==> config.mk <==
export PLATFORM = sky130hd
export DESIGN_NAME = spi_scheduler
export DESIGN_NICKNAME = d
export VERILOG_FILES = /design/src/rtl/spi_scheduler.sv
export SDC_FILE = /design/constraint.sdc
export NUM_CORES = 1
export LEC_CHECK = 0
export CAP_MARGIN = 10
export CELL_PAD_IN_SITES_DETAIL_PLACEMENT = 1
export CELL_PAD_IN_SITES_GLOBAL_PLACEMENT = 1
export CORE_ASPECT_RATIO = 0.75
export CORE_MARGIN = 4
export CORE_UTILIZATION = 30
export DETAILED_ROUTE_END_ITERATION = 12
export GPL_ROUTABILITY_DRIVEN = 0
export PLACE_DENSITY_LB_ADDON = 0.1
export SLEW_MARGIN = 20
export SYNTH_ARGS = -nofsm -noshare
export SYNTH_HDL_FRONTEND = slang
export SYNTH_SLANG_ARGS = --single-unit
==> constraint.sdc <==
create_clock -name clk -period 2.08 [get_ports clk]
set_input_delay 0.416 -clock clk [delete_from_list [all_inputs] [get_ports clk]]
set_output_delay 0.416 -clock clk [all_outputs]
set_load 0.01 [all_outputs]
==> src/rtl/spi_scheduler.sv <==
// spi_scheduler: round-robin arbiter that lets several requesters share one
// SPI master. A winner's word, slave-select and sync edge are latched in IDLE,
// loaded into the master in LOAD, shifted for word_width cycles in SHIFT, and
// the received word is returned with a one-cycle ACK in DONE.
//
// Handshake: a requester raises REQ[i] with REQ_D/REQ_SSV/REQ_SE valid and
// holds REQ[i] until it sees ACK[i]; ACK[i] is high for exactly one cycle and
// RSP_D carries the received word during that cycle and holds it afterwards.
module spi_scheduler #(
  parameter int word_width = 8,
  parameter int SS_width   = 2,
  parameter int req_count  = 3
) (
  input  logic                             clk,
  input  logic                             reset,
  input  logic [req_count-1:0]             REQ,
  input  logic [req_count*word_width-1:0]  REQ_D,
  input  logic [req_count*SS_width-1:0]    REQ_SSV,
  input  logic [req_count-1:0]             REQ_SE,
  output logic [req_count-1:0]             GNT,
  output logic [req_count-1:0]             ACK,
  output logic [word_width-1:0]            RSP_D,
  output logic                             BUSY,
  output logic                             SPI_SE,
  output logic                             SPI_WE,
  output logic                             SPI_SSE,
  output logic [SS_width-1:0]              SPI_SSV,
  output logic [word_width-1:0]            SPI_D_IN,
  input  logic [word_width-1:0]            SPI_D_OUT,
  output logic [1:0]                       dbg_state_o
);

  localparam int IW = (req_count > 1) ? $clog2(req_count) : 1;
  localparam int CW = $clog2(word_width + 1);

  localparam logic [1:0] IDLE  = 2'd0;
  localparam logic [1:0] LOAD  = 2'd1;
  localparam logic [1:0] SHIFT = 2'd2;
  localparam logic [1:0] DONE  = 2'd3;

  logic [1:0]            state_q, state_d;
  logic [IW-1:0]         ptr_q, ptr_d;
  logic [IW-1:0]         win_q, win_d;
  logic [CW-1:0]         cnt_q, cnt_d;
  logic [word_width-1:0] tx_q, tx_d;
  logic [SS_width-1:0]   ssv_q, ssv_d;
  logic                  se_q, se_d;
  logic [word_width-1:0] rsp_q, rsp_d;

  logic                  found;
  logic [IW-1:0]         pick;
  logic [IW:0]           cand;
  logic [IW-1:0]         ptr_nxt;

  // Round-robin pick: first requesting index at or above ptr_q, wrapping.
  always_comb begin
    found = 1'b0;
    pick  = '0;
    cand  = '0;
    for (int k = 0; k < req_count; k++) begin
      cand = {1'b0, ptr_q} + (IW+1)'(k);
      if (cand >= (IW+1)'(req_count)) cand = cand - (IW+1)'(req_count);
      if (!found && REQ[cand[IW-1:0]]) begin
        found = 1'b1;
        pick  = cand[IW-1:0];
      end
    end
  end

  // Pointer moves just past the winner; a single requester keeps it at 0.
  always_comb begin
    if (win_q == IW'(req_count - 1)) ptr_nxt = '0;
    else                             ptr_nxt = win_q + 1'b1;
  end

  // FSM next state and latched transfer context.
  always_comb begin
    state_d = state_q;
    ptr_d   = ptr_q;
    win_d   = win_q;
    cnt_d   = cnt_q;
    tx_d    = tx_q;
    ssv_d   = ssv_q;
    se_d    = se_q;
    rsp_d   = rsp_q;
    case (state_q)
      IDLE: begin
        if (found) begin
          win_d   = pick;
          tx_d    = REQ_D[pick*word_width +: word_width];
          ssv_d   = REQ_SSV[pick*SS_width +: SS_width];
          se_d    = REQ_SE[pick];
          state_d = LOAD;
        end
      end
      LOAD: begin
        cnt_d   = CW'(word_width);
        state_d = SHIFT;
      end
      SHIFT: begin
        if (cnt_q == CW'(1)) begin
          cnt_d   = '0;
          state_d = DONE;
        end else begin
          cnt_d = cnt_q - 1'b1;
        end
      end
      default: begin
        rsp_d   = SPI_D_OUT;
        ptr_d   = ptr_nxt;
        state_d = IDLE;
      end
    endcase
  end

  // State registers; reset aborts any transfer in flight.
  always_ff @(posedge clk or posedge reset) begin
    if (reset) begin
      state_q <= IDLE;
      ptr_q   <= '0;
      win_q   <= '0;
      cnt_q   <= '0;
      tx_q    <= '0;
      ssv_q   <= '0;
      se_q    <= 1'b0;
      rsp_q   <= '0;
    end else begin
      state_q <= state_d;
      ptr_q   <= ptr_d;
      win_q   <= win_d;
      cnt_q   <= cnt_d;
      tx_q    <= tx_d;
      ssv_q   <= ssv_d;
      se_q    <= se_d;
      rsp_q   <= rsp_d;
    end
  end

  // Grant is one-hot on the winner while busy; ACK is the grant during DONE.
  always_comb begin
    GNT = '0;
    ACK = '0;
    for (int i = 0; i < req_count; i++) begin
      GNT[i] = (state_q != IDLE) && (win_q == IW'(i));
      ACK[i] = (state_q == DONE) && (win_q == IW'(i));
    end
  end

  // SPI master controls decode straight from the registered state so that
  // reset removes them in the same time step.
  always_comb begin
    BUSY     = (state_q != IDLE);
    SPI_WE   = (state_q == LOAD);
    SPI_SSE  = (state_q == SHIFT);
    SPI_SE   = se_q;
    SPI_SSV  = ssv_q;
    SPI_D_IN = tx_q;
    // The received word is passed through during DONE so it is valid with ACK.
    RSP_D    = (state_q == DONE) ? SPI_D_OUT : rsp_q;
  end

  assign dbg_state_o = state_q;

endmodule
* Word-level counts from Yosys, hierarchy flattened
Index checks and enable logic that the tools add are counted.
** Operators by class
- Mux-type cells :: 24
- Shifts and indexed selects :: 2
- Reductions and logical operators :: 17
- Magnitude comparators :: 7
- Bitwise operators :: 0
- Eq/ne operators :: 8
- Divide/modulo/power cells :: 0
- $add $sub $neg :: 7
- Multiply operators :: 0
** Operators with widths (number)
- variable part select 24 x 6 -> 8 bit :: 1
- 2-to-1 mux 2 bit :: 9
- < comparator 2 x 3 -> 1 bit (second input constant) :: 4
- binary-select mux 1 bit (select 2 bit) :: 4
- logical AND 1 bit :: 8
- 2-to-1 mux 8 bit :: 1
- one-hot mux 4 bit (2 select lines) :: 1
- 2-to-1 mux 1 bit :: 7
- == test 2 bit (second input constant) :: 3
- greater-or-equal comparator 3 x 2 -> 1 bit (second input constant) :: 2
- one-hot mux 2 bit (3 select lines) :: 1
- variable part select 6 x 4 -> 2 bit :: 1
- subtractor 2 bit (second input constant) :: 3
- == test 2 x 1 -> 1 bit (second input constant) :: 2
- == test 4 x 1 -> 1 bit (second input constant) :: 1
- zero test 2 bit :: 2
- 2-to-1 mux 4 bit :: 1
- AND reduction 2 bit :: 2
- nonzero test 2 bit :: 2
- subtractor 4 x 1 -> 4 bit (second input constant) :: 1
- adder 2 x 1 -> 3 bit (second input constant) :: 1
- adder 2 x 2 -> 3 bit (second input constant) :: 1
- OR reduction 3 bit :: 1
- adder 2 x 1 -> 2 bit (second input constant) :: 1
- other kinds (4) :: 5
** Word-level totals
- Bits of input ports :: 46
- Memories :: 0
- Bits in writable memories :: 0
- Logic and storage cells :: 73
- Bits in read-only memories :: 0
- Output and inout port bits :: 30
- Register bits after elaboration :: 29
- Latch bits :: 0

* Depth between registers and ports, before layout
Gate-level depths: netlist of the first run.
- Word-level depth :: 13
- Gate-level depth with buffers :: 9
- Mapped depth without buffers :: 7

* Least setup slack after synthesis of the first run
No wires, ideal clock.
- Path kind :: register to register
- Start point :: register ptr_q[1]
- End point :: register tx_q[0] (netlist: SPI_D_IN[0])
- Library setup time :: 132 ps
- Required time :: 1948 ps
- Path buffers :: 2
- Arrival :: 1996 ps
- Stages on the path, launching flop included :: 10
- Period minus slack after synthesis :: 2128 ps
- Slack :: -48 ps
- Cell sequence :: dfrtp_1 inv_1 ha_1 buf_6 mux2i_2 mux2_2 mux2i_1 buf_6 mux2i_1 o211ai_2
** On the way
- Word-level cells in the longest chain between the ends :: 12
- Elaborated cells on any way between the ends :: 29
- Those cells by class :: add/sub: 5; order compare: 3; shift: 1; mux: 15; reduce/logical: 5
** RTL lines
- start, declared :: line 42 : logic [IW-1:0] ptr_q, ptr_d;
- start signal, assigned :: line 129 : ptr_q <= ptr_d;
- parallel branches: the longest is 12 deep, another holds adder 2 x 1 -> 3 bit
- end signal, assigned :: line 132 : tx_q <= tx_d;
- end, declared :: line 45 : logic [word_width-1:0] tx_q, tx_d;
Parallel ways; which one is timed is not known. The select of a mux whose other input is x is not followed.
A chain may end at the register's enable or synchronous reset.

* Worst setup path in the final report of the first run
- Start point :: register ptr_q[1]
- End point :: register tx_q[5] (netlist: SPI_D_IN[5])
The elaborated chain is that of the path after synthesis.

==> run_summary.xml, run 1 <==
<?xml version="1.0" encoding="UTF-8"?>
<metrics>
  <group name="outcome">
    <metric name="run_status" unit="">finished with violations</metric>
    <metric name="failing_checks" unit="">negative setup slack</metric>
  </group>
  <group name="synth">
    <metric name="syn-num-nets" unit="">245</metric>
    <metric name="synth_warnings" unit="">0</metric>
    <metric name="syn-cell-area" unit="mm2">0.00200</metric>
    <metric name="synth_top_area_cell" unit="">sky130_fd_sc_hd__dfrtp_1</metric>
    <metric name="synthTopCellsByCount" unit="">sky130_fd_sc_hd__dfrtp_1, sky130_fd_sc_hd__nand2_1, sky130_fd_sc_hd__mux2_2, sky130_fd_sc_hd__mux2i_1, sky130_fd_sc_hd__o211ai_1</metric>
    <metric name="syn_inst" unit="">188</metric>
    <metric name="synth_ff_type" unit="">sky130_fd_sc_hd__dfrtp_1</metric>
    <metric name="synth_cell_type_count" unit="">41</metric>
    <metric name="synth.ff_latch_count" unit="">29</metric>
    <metric name="post_synth_main_area_contributors" unit="">sky130_fd_sc_hd__dfrtp_1, sky130_fd_sc_hd__mux2_2, sky130_fd_sc_hd__mux2i_1</metric>
    <metric name="synth-edff-count" unit="">0</metric>
    <metric name="asyncSetResetFlopFracSynth" unit="%">100</metric>
    <metric name="syn_area_per_cell" unit="um2">10.6</metric>
    <metric name="sequential_to_total_area_share_from_yosys_stat" unit="%">36.3</metric>
    <metric name="synth_top_cell_area_share" unit="%">36.3</metric>
    <metric name="synth_most_common_cell" unit="">sky130_fd_sc_hd__dfrtp_1</metric>
  </group>
  <group name="sta">
    <metric name="worst_pin_slew" unit="ps">495</metric>
    <metric name="setup_ws" unit="ps">-79.4</metric>
    <metric name="timing.hold.ws" unit="ps">497</metric>
    <metric name="pins_over_their_slew_limit" unit="">0</metric>
    <metric name="post-route-period-util" unit="%">104</metric>
    <metric name="final.min_clock_period" unit="ps">2160</metric>
    <metric name="grt_setup_unrepaired" unit="">true</metric>
    <metric name="worst_clock_skew" unit="ps">5.00</metric>
    <metric name="max_clock_freq" unit="MHz">463</metric>
    <metric name="hold_violations" unit="">0</metric>
    <metric name="report.final.setup_viol" unit="">11</metric>
    <metric name="max-slew-margin-rel" unit="%">66.6</metric>
  </group>
  <group name="power">
    <metric name="pwr_dens" unit="mW/mm2">1530</metric>
    <metric name="worst_ir_drop_vdd" unit="uV">628</metric>
    <metric name="static-leakage-power" unit="nW">1.53</metric>
  </group>
  <group name="critical_path">
    <metric name="cp_max_fo" unit="">6</metric>
    <metric name="critical_path.most_common_cell" unit="">sky130_fd_sc_hd__mux2i_4</metric>
    <metric name="crit_arrival" unit="ps">2320</metric>
    <metric name="cpMaxStageDelayCell" unit="">sky130_fd_sc_hd__dfrtp_1</metric>
    <metric name="critical_path.cell_chain" unit="">inv_2 -&gt; ha_4 -&gt; mux2i_4 -&gt; mux2_4 -&gt; mux2i_4 -&gt; buf_8 -&gt; mux2i_2 -&gt; o211ai_1</metric>
    <metric name="timing.critical_path.slowest_cell_delay" unit="ps">400</metric>
    <metric name="critical_path.top_delay_family" unit="">multiplexers</metric>
    <metric name="cp-end-kind" unit="">register</metric>
    <metric name="minimum_setup_slack_among_reg_to_reg_paths" unit="ps">-80</metric>
    <metric name="worstSetupStartpointType" unit="">register</metric>
    <metric name="timing_worst_setup_path_type" unit="">register to register</metric>
    <metric name="worst-path-buf-inv" unit="">2</metric>
    <metric name="crit_required" unit="ps">2240</metric>
  </group>
  <group name="global_routing">
    <metric name="grt.total_usage" unit="%">17.7</metric>
    <metric name="maximum_number_of_pins_on_one_net_before_global_route_repair" unit="">30</metric>
    <metric name="first_global_vias" unit="">2139</metric>
    <metric name="grt_pass1_wl" unit="um">11000</metric>
    <metric name="antenna_found_initial" unit="">0</metric>
    <metric name="overflow" unit="">0</metric>
  </group>
  <group name="clock_network">
    <metric name="path_clk_slew" unit="ps">70</metric>
    <metric name="ctsLongestPathBuffers" unit="">2</metric>
    <metric name="worst_skew_late_latency" unit="ps">290</metric>
    <metric name="clock_buffers_created_by_tritoncts" unit="">5</metric>
    <metric name="cts_root_buffer" unit="">sky130_fd_sc_hd__clkbuf_8</metric>
    <metric name="cts_hold_buf" unit="">0</metric>
    <metric name="cts_tree" unit="">yes</metric>
    <metric name="cts_sinks" unit="">29</metric>
    <metric name="htreeDepth" unit="">2</metric>
  </group>
  <group name="run">
    <metric name="maxCapViolCount" unit="">0</metric>
  </group>
  <group name="floorplan">
    <metric name="initial_core_util" unit="%">31.3</metric>
    <metric name="rows" unit="">25</metric>
    <metric name="die_width" unit="um">102</metric>
    <metric name="die_area" unit="mm2">0.00804</metric>
    <metric name="die_height" unit="um">78.7</metric>
    <metric name="top_level_ports" unit="">76</metric>
    <metric name="floorplan.core_area" unit="mm2">0.00638</metric>
  </group>
  <group name="route">
    <metric name="num_vias" unit="">1940</metric>
    <metric name="totalWireLength" unit="um">6980</metric>
    <metric name="postRouteAntennaNets" unit="">0</metric>
    <metric name="drt-wirelength-per-cell" unit="um">17.8</metric>
    <metric name="first_pass_iters" unit="">3</metric>
    <metric name="drt_iter0_markers" unit="">46</metric>
    <metric name="route.detailed.drc" unit="">0</metric>
    <metric name="detail_route.vias_per_cell" unit="">4.94</metric>
  </group>
  <group name="worst_hold_path">
    <metric name="hp-class" unit="">register to register</metric>
  </group>
  <group name="finish">
    <metric name="antenna_cells_inserted" unit="">0</metric>
    <metric name="area_growth" unit="%">77.8</metric>
    <metric name="layout-drive-gt1-share" unit="%">42.0</metric>
    <metric name="final_core_util" unit="%">55.6</metric>
    <metric name="num-nets-final" unit="">368</metric>
    <metric name="n_fill_cell" unit="">712</metric>
  </group>
  <group name="placed_design">
    <metric name="sum_of_net_half_perimeters_after_detailed_placement" unit="um">4820</metric>
    <metric name="port_buffers" unit="">75</metric>
  </group>
</metrics>
-- kinds of logic (layout without fill, tap and decap cells) --
family,after synthesis,in the layout,share of synthesized area (%)
adder cells (fa/ha/maj),11,11,6.89
buffers and inverters,22,145,5.39
AO/OA/AOI/OAI,45,45,19.5
flip-flops,29,29,36.3
AND/OR/NAND/NOR,45,46,11.7
multiplexers,36,36,20.2
-- tightest hold or removal path, stage by stage (launching register included) --
cell	delay, ps
sky130_fd_sc_hd__dfrtp_1	340
sky130_fd_sc_hd__nand2_1	70
sky130_fd_sc_hd__o211ai_2	50
-- final timing paths --
| check | startpoint | endpoint | depth (start not counted) |
|---|---|---|---|
| min reg2reg | SPI_D_IN[0]$_DFFE_PP0P_ | SPI_D_IN[0]$_DFFE_PP0P_ | 2 |
| min in group asynchronous | reset | rsp_q[1]$_DFFE_PP0N_ | 3 |
| max reg2reg | ptr_q[1]$_DFFE_PP0N_ | SPI_D_IN[5]$_DFFE_PP0P_ | 8 |
| min | SPI_D_IN[0]$_DFFE_PP0P_ | SPI_D_IN[0]$_DFFE_PP0P_ | 2 |
| max | ptr_q[1]$_DFFE_PP0N_ | SPI_D_IN[5]$_DFFE_PP0P_ | 8 |
| max in group asynchronous | reset | ptr_q[0]$_DFFE_PP0N_ | 3 |
-- layout by cell type, fill, tap and decap left out, types with 5 or more instances in the layout --
| cell type | instances |
|---|---|
| sky130_fd_sc_hd__clkbuf_8 | 5 |
| sky130_fd_sc_hd__mux2i_2 | 7 |
| sky130_fd_sc_hd__buf_4 | 40 |
| sky130_fd_sc_hd__o211ai_1 | 13 |
| sky130_fd_sc_hd__dfrtp_1 | 28 |
| sky130_fd_sc_hd__mux2_2 | 16 |
| sky130_fd_sc_hd__nand2_1 | 20 |
| sky130_fd_sc_hd__o21ai_0 | 6 |
| sky130_fd_sc_hd__ha_4 | 6 |
| sky130_fd_sc_hd__dlygate4sd2_1 | 7 |
| sky130_fd_sc_hd__o211ai_2 | 9 |
| sky130_fd_sc_hd__nor2_1 | 5 |
| sky130_fd_sc_hd__clkdlybuf4s50_1 | 57 |
| sky130_fd_sc_hd__clkbuf_2 | 6 |
| sky130_fd_sc_hd__mux2i_4 | 7 |
| sky130_fd_sc_hd__inv_1 | 7 |
| sky130_fd_sc_hd__buf_6 | 9 |
-- report_power, final --
part           internal [mW]  switching (mW)  total [mW]
Combinational           2.13            1.78        3.90
Sequential             0.845           0.203        1.05
Clock                  0.230           0.239       0.469
-- stage by stage --
stage | instance area [um2] | std cells | total power [mW] | setup WS, ps | TNS (ps)
2_1_floorplan | 2030 | 188 | 2.85 | 2.24 | 0
3_3_place_gp | 3070 | 366 | 4.24 | -293 | -3630
3_5_place_dp | 3070 | 366 | 4.30 | -299 | -3800
4_1_cts | 3460 | 389 | 5.28 | -158 | -984
5_1_grt | 3550 | 393 | 5.83 | -190 | -1850
6_report | 3550 | 393 | 5.42 | -79.4 | -447
-- routing by layer --
metal	part of all wire [%]	global-route usage (%)	routed length, um	vias to the layer above
met5	0	0	0	-
met1	47	23.8	3250	946
met4	1.0	4.72	72	0
met3	6.4	5.60	450	7
li1	-	-	-	940
met2	46	27.5	3210	47
-- cell type report --
cell class / count / area (um2) / area share, %
Tap cell: 81 / 101 / 2.86
Timing Repair Buffer: 126 / 1150 / 32.4
Clock buffer: 5 / 68.8 / 1.94
Multi-Input combinational cell: 138 / 1440 / 40.6
Clock inverter: 3 / 17.5 / 0.493
Sequential cell: 29 / 727 / 20.5
Inverter: 11 / 41.3 / 1.16
-- sequential cells by signal (all words and copies together) (netlist names) --
name	cells
rsp_q	8
win_q	2
dbg_state_o	2
cnt_q	4
SPI_D_IN	8
SPI_SE	1
SPI_SSV	2
ptr_q	2
-- timing repair --
| item | in CTS | in global routing |
|---|---|---|
| pin swaps | 9 | 12 |
| setup buffers | 12 | 5 |
| gates cloned | 3 | 1 |
| setup endpoints to repair | 31 | 24 |
| resized for setup | 58 | 40 |
(Power assumes the default switching activity.)
==> run 2, diff against run 1 <==
--- a/config.mk
+++ b/config.mk
@@ -13,7 +13,7 @@
 export CORE_UTILIZATION = 30
 export DETAILED_ROUTE_END_ITERATION = 12
 export GPL_ROUTABILITY_DRIVEN = 0
-export PLACE_DENSITY_LB_ADDON = 0.1
+export PLACE_DENSITY_LB_ADDON = 0.12
 export SLEW_MARGIN = 20
 export SYNTH_ARGS = -nofsm -noshare
 export SYNTH_HDL_FRONTEND = slang
==> run 2 against run 1 <==
The flow still finishes with violations (negative setup slack). Hold slack worse by 8.5 ps. Global-route usage rose by 1.2 points. Count of clock-buffer cells in the layout rose by 2. Sequential share of layout area grew 0.12 points. Register-to-register slack improved by 20 ps. Critical path depth decreased by 2. Power is 1.9% higher. Clock skew rose by 7.6 ps. Critical path type is now primary input to register.
==> run_summary.xml, run 2 (synthesis gave the netlist of run 1 again) <==
<?xml version="1.0" encoding="UTF-8"?>
<metrics>
  <group name="critical_path">
    <metric name="crit_arrival" unit="ps">2360</metric>
    <metric name="worst-path-buf-inv" unit="">1</metric>
    <metric name="timing.critical_path.slowest_cell_delay" unit="ps">560</metric>
    <metric name="cp-end-kind" unit="">register</metric>
    <metric name="cpMaxStageDelayCell" unit="">sky130_fd_sc_hd__clkdlybuf4s50_1</metric>
    <metric name="critical_path.cell_chain" unit="">clkdlybuf4s50_1 -&gt; mux2_4 -&gt; a21boi_4 -&gt; a311oi_4 -&gt; or3_4 -&gt; o211ai_2</metric>
    <metric name="worstSetupStartpointType" unit="">primary input</metric>
    <metric name="cp_max_fo" unit="">6</metric>
    <metric name="timing_worst_setup_path_type" unit="">primary input to register</metric>
    <metric name="crit_required" unit="ps">2280</metric>
    <metric name="critical_path.top_delay_family" unit="">buffers and inverters</metric>
  </group>
  <group name="floorplan">
    <metric name="initial_core_util" unit="%">31.3</metric>
    <metric name="rows" unit="">25</metric>
    <metric name="die_height" unit="um">78.7</metric>
    <metric name="top_level_ports" unit="">76</metric>
    <metric name="die_area" unit="mm2">0.00804</metric>
    <metric name="floorplan.core_area" unit="mm2">0.00638</metric>
    <metric name="die_width" unit="um">102</metric>
  </group>
  <group name="clock_network">
    <metric name="clock_buffers_created_by_tritoncts" unit="">5</metric>
    <metric name="htreeDepth" unit="">2</metric>
    <metric name="cts_tree" unit="">yes</metric>
    <metric name="cts_hold_buf" unit="">0</metric>
    <metric name="cts_root_buffer" unit="">sky130_fd_sc_hd__clkbuf_8</metric>
    <metric name="ctsLongestPathBuffers" unit="">2</metric>
    <metric name="worst_skew_late_latency" unit="ps">290</metric>
    <metric name="path_clk_slew" unit="ps">60</metric>
    <metric name="cts_sinks" unit="">29</metric>
  </group>
  <group name="sta">
    <metric name="post-route-period-util" unit="%">104</metric>
    <metric name="worst_clock_skew" unit="ps">12.6</metric>
    <metric name="final.min_clock_period" unit="ps">2160</metric>
    <metric name="hold_violations" unit="">0</metric>
    <metric name="timing.hold.ws" unit="ps">488</metric>
    <metric name="max_clock_freq" unit="MHz">464</metric>
    <metric name="max-slew-margin-rel" unit="%">65.0</metric>
    <metric name="worst_pin_slew" unit="ps">525</metric>
    <metric name="setup_ws" unit="ps">-75.8</metric>
    <metric name="pins_over_their_slew_limit" unit="">0</metric>
    <metric name="report.final.setup_viol" unit="">14</metric>
    <metric name="grt_setup_unrepaired" unit="">true</metric>
    <metric name="tns" unit="ps">-715</metric>
  </group>
  <group name="finish">
    <metric name="multiInputGateArea" unit="mm2">0.00141</metric>
    <metric name="area_growth" unit="%">76.4</metric>
    <metric name="regArea" unit="um2">726</metric>
    <metric name="antenna_cells_inserted" unit="">0</metric>
    <metric name="num-nets-final" unit="">362</metric>
    <metric name="layout.cells.most_common" unit="">sky130_fd_sc_hd__clkdlybuf4s50_1</metric>
    <metric name="final_area" unit="mm2">0.00352</metric>
    <metric name="layout-drive-gt1-share" unit="%">37.6</metric>
    <metric name="n_fill_cell" unit="">702</metric>
    <metric name="layout.cells.most_common_list" unit="">sky130_fd_sc_hd__clkdlybuf4s50_1, sky130_fd_sc_hd__buf_4, sky130_fd_sc_hd__dfrtp_1, sky130_fd_sc_hd__nand2_1, sky130_fd_sc_hd__mux2_2</metric>
  </group>
  <group name="route">
    <metric name="route.detailed.drc" unit="">0</metric>
    <metric name="postRouteAntennaNets" unit="">0</metric>
    <metric name="first_pass_iters" unit="">4</metric>
    <metric name="route.top_layer_used" unit="">met4</metric>
    <metric name="drt_iter0_markers" unit="">68</metric>
    <metric name="wl_met3" unit="um">501</metric>
    <metric name="met2WireLength" unit="um">3340</metric>
    <metric name="num_vias" unit="">1930</metric>
    <metric name="route.layer.met1.wl" unit="um">3340</metric>
    <metric name="totalWireLength" unit="um">7220</metric>
    <metric name="drt-wirelength-per-cell" unit="um">18.7</metric>
    <metric name="detail_route.vias_per_cell" unit="">4.99</metric>
  </group>
  <group name="global_routing">
    <metric name="overflow" unit="">0</metric>
    <metric name="grt.total_usage" unit="%">18.9</metric>
    <metric name="grt_pass1_wl" unit="um">11700</metric>
    <metric name="antenna_found_initial" unit="">0</metric>
    <metric name="maximum_number_of_pins_on_one_net_before_global_route_repair" unit="">30</metric>
    <metric name="first_global_vias" unit="">2102</metric>
  </group>
  <group name="placed_design">
    <metric name="sum_of_net_half_perimeters_after_detailed_placement" unit="um">4680</metric>
    <metric name="port_buffers" unit="">75</metric>
    <metric name="placement.cell_area" unit="mm2">0.00306</metric>
  </group>
  <group name="run">
    <metric name="maxCapViolCount" unit="">0</metric>
  </group>
  <group name="power">
    <metric name="static-leakage-power" unit="nW">1.53</metric>
    <metric name="worst_ir_drop_vdd" unit="uV">636</metric>
    <metric name="pwr_dens" unit="mW/mm2">1570</metric>
  </group>
  <group name="worst_hold_path">
    <metric name="hp-class" unit="">register to register</metric>
  </group>
  <group name="outcome">
    <metric name="run_status" unit="">finished with violations</metric>
    <metric name="failing_checks" unit="">negative setup slack</metric>
  </group>
</metrics>
[run 2: cell types whose count changed in the layout (fill, tap and decap cells not counted), moves of 2 or more]
cell and change:
sky130_fd_sc_hd__mux2i_1 +3, sky130_fd_sc_hd__ha_1 +2, sky130_fd_sc_hd__clkdlybuf4s15_1 +4, sky130_fd_sc_hd__ha_4 -2, sky130_fd_sc_hd__clkinv_2 -2, sky130_fd_sc_hd__mux2i_2 -2, sky130_fd_sc_hd__buf_4 -6, sky130_fd_sc_hd__clkbuf_2 -4
[run 2: tightest hold or removal path: cells and delay by family, from the launching register on]
kind / cells / cell delay, ps
flip-flops: 1 / 340
AND/OR/NAND/NOR: 1 / 60
AO/OA/AOI/OAI: 1 / 50
[run 2: report_power, final]
group          total (mW)  switching (mW)  internal [mW]
Sequential           1.02           0.181          0.843
Combinational        3.87            1.82           2.05
Clock               0.626           0.235          0.391
[run 2: routing by layer]
| metal | track usage [%] | vias to the layer above |
|---|---|---|
| li1 | - | 925 |
| met1 | 26.6 | 952 |
| met2 | 28.5 | 47 |
| met3 | 6.22 | 6 |
| met4 | 3.54 | 0 |
| met5 | 0 | - |
[run 2: final timing paths]
kind | startpoint | to | slack [ps] | cells past startpoint
setup / recovery | REQ[2] | SPI_D_IN[1]$_DFFE_PP0P_ | -80 | 6
max in group asynchronous | reset | SPI_D_IN[7]$_DFFE_PP0P_ | 1280 | 3
min in group asynchronous | reset | SPI_D_IN[0]$_DFFE_PP0P_ | 510 | 3
hold / removal | SPI_D_IN[1]$_DFFE_PP0P_ | SPI_D_IN[1]$_DFFE_PP0P_ | 490 | 2
hold reg to reg | SPI_D_IN[1]$_DFFE_PP0P_ | SPI_D_IN[1]$_DFFE_PP0P_ | 490 | 2
setup reg to reg | ptr_q[0]$_DFFE_PP0N_ | SPI_D_IN[1]$_DFFE_PP0P_ | -60 | 7
[run 2: area by class of cell]
cell class,instances,area share [%]
Multi-Input combinational cell,138,40.0
Timing Repair Buffer,120,32.0
Sequential cell,29,20.6
Tap cell,81,2.88
Clock buffer,7,2.45
Inverter,11,1.28
Clock inverter,1,0.853
[run 2: what timing repair did]
item / CTS / global route
pin swaps: 10 / 12
cloned: 4 / 0
buffers inserted: 11 / 3
resized for setup: 65 / 21
endpoints found under the setup margin: 30 / 26
[run 2: through the flow]
stage | instances | power, mW | util [%] | worst slack, ps
floorplan | 188 | 2.85 | - | 2.24
global placement | 363 | 4.20 | 47.9 | -303
detailed placement | 363 | 4.24 | 47.9 | -321
CTS | 386 | 5.45 | 54.5 | -44.9
global route | 387 | 5.93 | 55.2 | -159
finish | 387 | 5.52 | 55.2 | -75.8
==> run 3, diff against run 2 <==
--- a/config.mk
+++ b/config.mk
@@ -12,7 +12,6 @@
 export CORE_MARGIN = 4
 export CORE_UTILIZATION = 30
 export DETAILED_ROUTE_END_ITERATION = 12
-export GPL_ROUTABILITY_DRIVEN = 0
 export PLACE_DENSITY_LB_ADDON = 0.12
 export SLEW_MARGIN = 20
 export SYNTH_ARGS = -nofsm -noshare
==> results of run 3 <==
Final layout, timing and power as in run 2 (identical DEF).
